File: src/rtl/elevator_call_scheduler_if.sv
// Bundle of call, position, handshake and status signals between the scheduler and its neighbours.
// The slave modport is the scheduler's view of the bundle; the master modport is the environment's view.
interface elevator_call_scheduler_if #(
    parameter int NUM_FLOORS = 7,
    parameter int FLOOR_W    = 3
);
    logic [NUM_FLOORS-1:0] call_req;
    logic [FLOOR_W-1:0]    cur_floor;
    logic                  step_ack;
    logic                  step_req;
    logic                  step_dir;
    logic [NUM_FLOORS-1:0] pending;
    logic                  door_open;
    logic                  dir_up;
    logic                  busy;
    logic                  fault;

    modport master (
        output call_req, cur_floor, step_ack,
        input  step_req, step_dir, pending, door_open, dir_up, busy, fault
    );

    modport slave (
        input  call_req, cur_floor, step_ack,
        output step_req, step_dir, pending, door_open, dir_up, busy, fault
    );
endinterface

File: src/rtl/elevator_call_scheduler.sv
// SCAN call scheduler: latches floor calls, issues one-floor step requests and times the door dwell.
// Define ELEV_DOOR_REOPEN_EN to make a call at the current floor extend an open door's dwell.
module elevator_call_scheduler #(
    parameter int NUM_FLOORS  = 7,
    parameter int FLOOR_W     = 3,
    parameter int DOOR_CYCLES = 250_000_000,
    parameter int DOOR_W      = 28
) (
    input  logic                      clk,
    input  logic                      rst,
    elevator_call_scheduler_if.slave  bus
);
    localparam logic [1:0] ST_IDLE = 2'd0;
    localparam logic [1:0] ST_STEP = 2'd1;
    localparam logic [1:0] ST_DOOR = 2'd2;

    localparam logic [DOOR_W-1:0] DOOR_LOAD = DOOR_W'(DOOR_CYCLES - 1);

    logic [1:0]            r_state;
    logic [NUM_FLOORS-1:0] r_pending;
    logic                  r_step_req;
    logic                  r_step_dir;
    logic                  r_door_open;
    logic                  r_dir_up;
    logic                  r_fault;
    logic [DOOR_W-1:0]     r_timer;

    logic [1:0]            w_state_next;
    logic                  w_step_req_next;
    logic                  w_step_dir_next;
    logic                  w_door_next;
    logic                  w_dir_up_next;
    logic [DOOR_W-1:0]     w_timer_next;
    logic                  w_enter_door;

    logic [FLOOR_W:0]      w_cur_ext;
    logic [NUM_FLOORS-1:0] w_here_vec;
    logic [NUM_FLOORS-1:0] w_above_vec;
    logic [NUM_FLOORS-1:0] w_below_vec;
    logic [NUM_FLOORS-1:0] w_clear_mask;
    logic                  w_here;
    logic                  w_above;
    logic                  w_below;
    logic                  w_fault;

    // One extra bit so floor NUM_FLOORS+1 comparisons cannot wrap.
    assign w_cur_ext = {1'b0, bus.cur_floor};

    generate
        for (genvar gi = 0; gi < NUM_FLOORS; gi++) begin : g_floor
            assign w_here_vec[gi]  = (w_cur_ext == (FLOOR_W+1)'(gi + 1));
            assign w_above_vec[gi] = r_pending[gi] && (w_cur_ext <= (FLOOR_W+1)'(gi));
            assign w_below_vec[gi] = r_pending[gi] && (w_cur_ext >= (FLOOR_W+1)'(gi + 2));
        end
    endgenerate

    assign w_here  = |(r_pending & w_here_vec);
    assign w_above = |w_above_vec;
    assign w_below = |w_below_vec;
    assign w_fault = (bus.cur_floor == '0) || (w_cur_ext > (FLOOR_W+1)'(NUM_FLOORS));

`ifdef ELEV_DOOR_REOPEN_EN
    logic w_call_here;
    assign w_call_here = |(bus.call_req & w_here_vec);
`endif

    always_comb begin
        w_state_next    = r_state;
        w_step_req_next = r_step_req;
        w_step_dir_next = r_step_dir;
        w_door_next     = r_door_open;
        w_dir_up_next   = r_dir_up;
        w_timer_next    = r_timer;
        w_enter_door    = 1'b0;
        if (w_fault) begin
            w_state_next    = ST_IDLE;
            w_step_req_next = 1'b0;
            w_door_next     = 1'b0;
            w_timer_next    = '0;
        end else begin
            case (r_state)
                ST_IDLE: begin
                    if (w_here) begin
                        w_enter_door = 1'b1;
                    end else if (w_above && (r_dir_up || !w_below)) begin
                        w_dir_up_next   = 1'b1;
                        w_state_next    = ST_STEP;
                        w_step_req_next = 1'b1;
                        w_step_dir_next = 1'b1;
                    end else if (w_below) begin
                        w_dir_up_next   = 1'b0;
                        w_state_next    = ST_STEP;
                        w_step_req_next = 1'b1;
                        w_step_dir_next = 1'b0;
                    end
                end
                ST_STEP: begin
                    // A continuing move spends one cycle with step_req low before reasserting.
                    if (!r_step_req) begin
                        w_step_req_next = 1'b1;
                        w_step_dir_next = r_dir_up;
                    end else if (bus.step_ack) begin
                        w_step_req_next = 1'b0;
                        if (w_here) begin
                            w_enter_door = 1'b1;
                        end else if (!(r_dir_up ? w_above : w_below)) begin
                            w_state_next = ST_IDLE;
                        end
                    end
                end
                ST_DOOR: begin
`ifdef ELEV_DOOR_REOPEN_EN
                    if (w_call_here) begin
                        w_timer_next = DOOR_LOAD;
                    end else
`endif
                    if (r_timer == '0) begin
                        w_state_next = ST_IDLE;
                        w_door_next  = 1'b0;
                    end else begin
                        w_timer_next = r_timer - DOOR_W'(1);
                    end
                end
                default: begin
                    w_state_next    = ST_IDLE;
                    w_step_req_next = 1'b0;
                    w_door_next     = 1'b0;
                end
            endcase
            if (w_enter_door) begin
                w_state_next = ST_DOOR;
                w_door_next  = 1'b1;
                w_timer_next = DOOR_LOAD;
            end
        end
    end

    // The current floor's call is cleared on the door-entry edge and throughout the dwell.
    assign w_clear_mask = (w_enter_door || r_state == ST_DOOR) ? w_here_vec : '0;

    always_ff @(posedge clk) begin
        if (rst) begin
            r_state     <= ST_IDLE;
            r_pending   <= '0;
            r_step_req  <= 1'b0;
            r_step_dir  <= 1'b0;
            r_door_open <= 1'b0;
            r_dir_up    <= 1'b1;
            r_fault     <= 1'b0;
            r_timer     <= '0;
        end else begin
            r_state     <= w_state_next;
            r_pending   <= (r_pending | bus.call_req) & ~w_clear_mask;
            r_step_req  <= w_step_req_next;
            r_step_dir  <= w_step_dir_next;
            r_door_open <= w_door_next;
            r_dir_up    <= w_dir_up_next;
            r_fault     <= w_fault;
            r_timer     <= w_timer_next;
        end
    end

    assign bus.step_req  = r_step_req;
    assign bus.step_dir  = r_step_dir;
    assign bus.pending   = r_pending;
    assign bus.door_open = r_door_open;
    assign bus.dir_up    = r_dir_up;
    assign bus.busy      = (r_state != ST_IDLE);
    assign bus.fault     = r_fault;
endmodule

File: src/flat_wrapper.sv
// flat-port wrapper written by rule: the top's interface ports become plain ports
module elevator_call_scheduler_flat 
#(
    parameter int NUM_FLOORS  = 7,
    parameter int FLOOR_W     = 3,
    parameter int DOOR_CYCLES = 250_000_000,
    parameter int DOOR_W      = 28
)
  (clk, rst, bus_call_req, bus_cur_floor, bus_step_ack, bus_step_req, bus_step_dir, bus_pending, bus_door_open, bus_dir_up, bus_busy, bus_fault);
  elevator_call_scheduler_if #(.NUM_FLOORS(NUM_FLOORS), .FLOOR_W(FLOOR_W)) bus_i ();
  input  logic clk;
  input  logic rst;
  input wire logic [$bits(bus_i.call_req)-1:0] bus_call_req;
  input wire logic [$bits(bus_i.cur_floor)-1:0] bus_cur_floor;
  input wire logic [$bits(bus_i.step_ack)-1:0] bus_step_ack;
  output wire logic [$bits(bus_i.step_req)-1:0] bus_step_req;
  output wire logic [$bits(bus_i.step_dir)-1:0] bus_step_dir;
  output wire logic [$bits(bus_i.pending)-1:0] bus_pending;
  output wire logic [$bits(bus_i.door_open)-1:0] bus_door_open;
  output wire logic [$bits(bus_i.dir_up)-1:0] bus_dir_up;
  output wire logic [$bits(bus_i.busy)-1:0] bus_busy;
  output wire logic [$bits(bus_i.fault)-1:0] bus_fault;
  assign bus_i.call_req = bus_call_req;
  assign bus_i.cur_floor = bus_cur_floor;
  assign bus_i.step_ack = bus_step_ack;
  assign bus_step_req = bus_i.step_req;
  assign bus_step_dir = bus_i.step_dir;
  assign bus_pending = bus_i.pending;
  assign bus_door_open = bus_i.door_open;
  assign bus_dir_up = bus_i.dir_up;
  assign bus_busy = bus_i.busy;
  assign bus_fault = bus_i.fault;
  elevator_call_scheduler #(.NUM_FLOORS(NUM_FLOORS), .FLOOR_W(FLOOR_W), .DOOR_CYCLES(DOOR_CYCLES), .DOOR_W(DOOR_W)) u_core (.clk(clk), .rst(rst), .bus(bus_i));
endmodule
File: config.mk
export PLATFORM = sky130hd
export DESIGN_NAME = elevator_call_scheduler_flat
export DESIGN_NICKNAME = d
export VERILOG_FILES = /design/src/rtl/elevator_call_scheduler_if.sv /design/src/rtl/elevator_call_scheduler.sv /design/src/flat_wrapper.sv
export SDC_FILE = /design/constraint.sdc
export NUM_CORES = 1
export LEC_CHECK = 0
export BUFFER_PORTS_ARGS = -buffer_cell sky130_fd_sc_hd__buf_2
export CAP_MARGIN = 25
export CORE_MARGIN = 4
export CORE_UTILIZATION = 43
export DETAILED_ROUTE_END_ITERATION = 7
export SLEW_MARGIN = 20
export SYNTH_ARGS = -nofsm -noshare
export SYNTH_HDL_FRONTEND = slang
export SYNTH_SLANG_ARGS = --single-unit
export TNS_END_PERCENT = 50
File: constraint.sdc
create_clock -name clk -period 2.9 [get_ports clk]
set_input_delay 0.87 -clock clk [delete_from_list [all_inputs] [get_ports clk]]
set_output_delay 0.87 -clock clk [all_outputs]
set_load 0.02 [all_outputs]
==> key figures <==
Placement
  • Detail Placement HPWL: 3420 um
  • Setup WS pre-CTS: 0.165 ns
  • IO Port Bufs: 25
  • GPL Wtd Cong: 0.809
  • Placed Cells: 339

Synthesis
  • Synth area leader: dfxtp_1
  • Number of enable flip-flop cells after synthesis: 0
  • Seq/Total Area, Yosys: 38.6%
  • Mapped Area: 0.00218 mm2
  • Post-synth cell types: 56
  • Post-synthesis area per instance: 8.61 um2
  • Syn Nets: 267
  • Synthesis-stage register bit count: 42
  • Yosys top cell area share: 38.6%
  • Synth warnings: 0
  • Async SR Flop Fraction: 0%
  • Mapped Cells: 253
  • Top FF cell, synth: dfxtp_1
  • Area contributors post-synth: dfxtp_1 (39%), xnor2_1 (6.0%), a21oi_1 (5.7%), nor2_1 (5.3%), xor2_1 (3.2%)

Route
  • Wire per inst: 13.5 um
  • Initial drt markers: 73
  • Vias per cell: 5.42
  • DR vias: 1881
  • 1st-pass router iterations: 4
  • Routed wire length: 4670 um
  • DRC viols: 0
  • Antenna Nets Post-Route: 0

Global routing
  • First-pass GRT wire length: 8300 um
  • GRT overflow: 0
  • Antenna violations before repair: 0
  • Number of global-route vias before repair: 1800
  • Largest net degree at the start of global routing: 23
  • Gr usage total: 16.6%

Worst setup path
  • Crit end category: flip-flop
  • CP Max Fanout: 8
  • R2r endpoint: u_core.r_timer[1]
  • Worst setup startpoint: bus_cur_floor[2]
  • WP data arrival: 2.62 ns
  • FF-to-FF Start: u_core.r_timer[19]
  • Worst Reg-to-Reg Cells: 6
  • CP Class: in -> reg
  • Crit path max-delay cell type: mux4_2
  • Reg2reg setup slack: 0.52 ns
  • CP cell instances: buf_2 -> nand2b_1 -> a21boi_0 -> mux4_2 -> a211o_1 -> a21oi_1 -> a311oi_1
  • Critical Path Max Stage Delay: 0.49 ns
  • Worst endpoint required time: 3.07 ns
  • Critical path launch point type: input pin

Floorplanning
  • Die height: 79.2 um
  • FP Rows: 25
  • DIE AREA: 0.00627 mm2
  • Initial core utilization: 45.2%
  • DIE WIDTH: 79.2 um
  • Io pins: 26
  • Core footprint: 0.00482 mm2

Timing
  • Setup ws final: 0.446 ns
  • RSZ-0062 raised after global routing: no
  • Final Hold Viols: 0
  • Final Max Tran Viols: 0
  • Min Tclk post-route: 2.45 ns
  • Max Fclk: 408 MHz
  • Setup violations, final: 0
  • Final Cycle Share: 84.6%
  • Final Skew: 0.00788 ns
  • Total Neg Setup Slack: 0 ns
  • Worst-Margin Slew: 0.564 ns
  • Worst rel slew slack: 62.1%

Clock tree
  • CTS tree: done
  • CTS Root Cell: clkbuf_8
  • H-tree Lvls: 2
  • TritonCTS Buffers: 5
  • Post-CTS Setup Repair Bufs: 0
  • Skew-Pair Late Insertion Delay: 0.29 ns
  • CTS clk-pin slew, worst paths: 0.08 ns
  • Hold bufs inserted after CTS: 0
  • Post_cts resized: 0
  • CTS max path bufs: 2
  • Clock sink count: 42

Power
  • Share of power burned in registers: 42.7%
  • Switching Fraction: 34.6%
  • Peak VDD IR: 0.266 mV
  • Switching power: 0.592 mW
  • PwrDens: 687 mW/mm2
  • Comb pwr share: 31.7%
  • Int Power: 1.12 mW
  • Total power: 1.71 mW
  • Leakage Power: 0.955 nW
  • Clock power share: 25.5%

Finish
  • Nets: 293
  • Final cell count without fillers: 347
  • Layout cells sized above 1: 20.7%
  • Most frequent cells in the layout: dfxtp_1 (42), nor2_1 (31), a21oi_1 (25), buf_2 (25), nand2_1 (17)
  • FILL cells: 496
  • Commonest non-fill, non-tap cell in the layout: dfxtp_1
  • Final Util: 51.7%
  • Diodes inserted: 0
  • Area Overhead vs Synth: 14.4%

Job
  • Max Cap Violations: 0

Worst hold path
  • Worst hold stages: 2
  • Hold Startpoint: u_core.bus.step_dir
  • Min-Delay Path Class: reg -> reg
  • Hold endpoint: u_core.bus.step_dir

Outcome
  • Status: complete, no violations
==> area by class of cell <==
cell class                      count  area, um2  share of cell area, %
Multi-Input combinational cell    194       1270                   50.9
Sequential cell                    42        841                   33.7
Timing Repair Buffer               31        170                   6.83
Clock buffer                        8        110                   4.42
Tap cell                           67       83.8                   3.36
Inverter                            5       18.8                  0.753
==> synth_stat cells, types with 2 or more instances <==
library cell  count
dfxtp_1          42
nor2_1           31
a21oi_1          25
nand2_1          17
xnor2_1          15
nor3_1           13
a211oi_1          8
xor2_1            8
clkbuf_1          6
buf_2             5
inv_1             5
nand2b_1          5
nor2b_1           5
nor4_1            4
or4_1             4
a31oi_1           3
mux2i_1           3
nand4_1           3
o211ai_1          3
or2_2             3
a311oi_1          2
and2_1            2
nand2_2           2
nand3b_1          2
nor3b_1           2
nor4_2            2
o21ai_0           2
o22ai_1           2
or3_1             2
==> worst max-delay path: cells and delay by family <==
family,cells,cell delay (ns)
mux,1,0.49
buf+inv,1,0.15
compound gates,4,0.94
simple gates,1,0.16
==> cells by family (layout without fill, tap and decap cells) <==
| logic type | count (synthesis) | count (layout) | share of synthesized area, % |
|---|---|---|---|
| buffers and inverters | 17 | 44 | 3.21 |
| AO/OA/AOI/OAI | 58 | 58 | 17.8 |
| adder cells (fa/ha/maj) | 1 | 1 | 0.574 |
| XOR/XNOR | 23 | 23 | 9.24 |
| flip-flops | 42 | 42 | 38.6 |
| multiplexers | 6 | 6 | 3.44 |
| AND/OR/NAND/NOR | 106 | 106 | 27.2 |
==> worst max-delay path by stage <==
stage | endpoint | cells past startpoint
after floorplan | u_core.bus.pending[5] | 7
after global placement | u_core.bus.pending[5] | 7
after detailed placement | u_core.bus.pending[5] | 7
after CTS | u_core.bus.pending[5] | 7
after global routing | u_core.bus.pending[5] | 7
final | u_core.bus.pending[5] | 7
==> through the flow <==
stage	hold slack, ns	instance area (um2)
3_5_place_dp	0.467	2380
4_1_cts	0.481	2490
6_report	0.485	2490
3_3_place_gp	0.463	2380
2_1_floorplan	0.477	2180
5_1_grt	0.507	2490
==> state kept, by name (all words and copies together), names as in the netlist <==
signal                flops
u_core.bus.step_dir       1
u_core.r_timer           28
u_core.bus.door_open      1
u_core.bus.dir_up         1
u_core.r_state            2
u_core.bus.step_req       1
u_core.bus.pending        7
u_core.bus.fault          1
==> per-layer routing <==
metal	part of all wire [%]	track usage (%)	vias to the layer above
li1	-	-	962
met1	52	22.7	887
met2	43	25.4	25
met3	3.4	4.31	7
met4	1.3	5.50	0
met5	0	0	-
==> power by group through the flow <==
stage          clock network (mW)  registers [mW]  logic (mW)
2_1_floorplan                   0           0.749       0.412
3_3_place_gp                    0           0.744       0.539
3_5_place_dp                    0           0.744       0.544
4_1_cts                     0.452           0.731       0.546
5_1_grt                     0.474           0.746       0.612
6_report                    0.438           0.732       0.544
(Power assumes the default switching activity.)
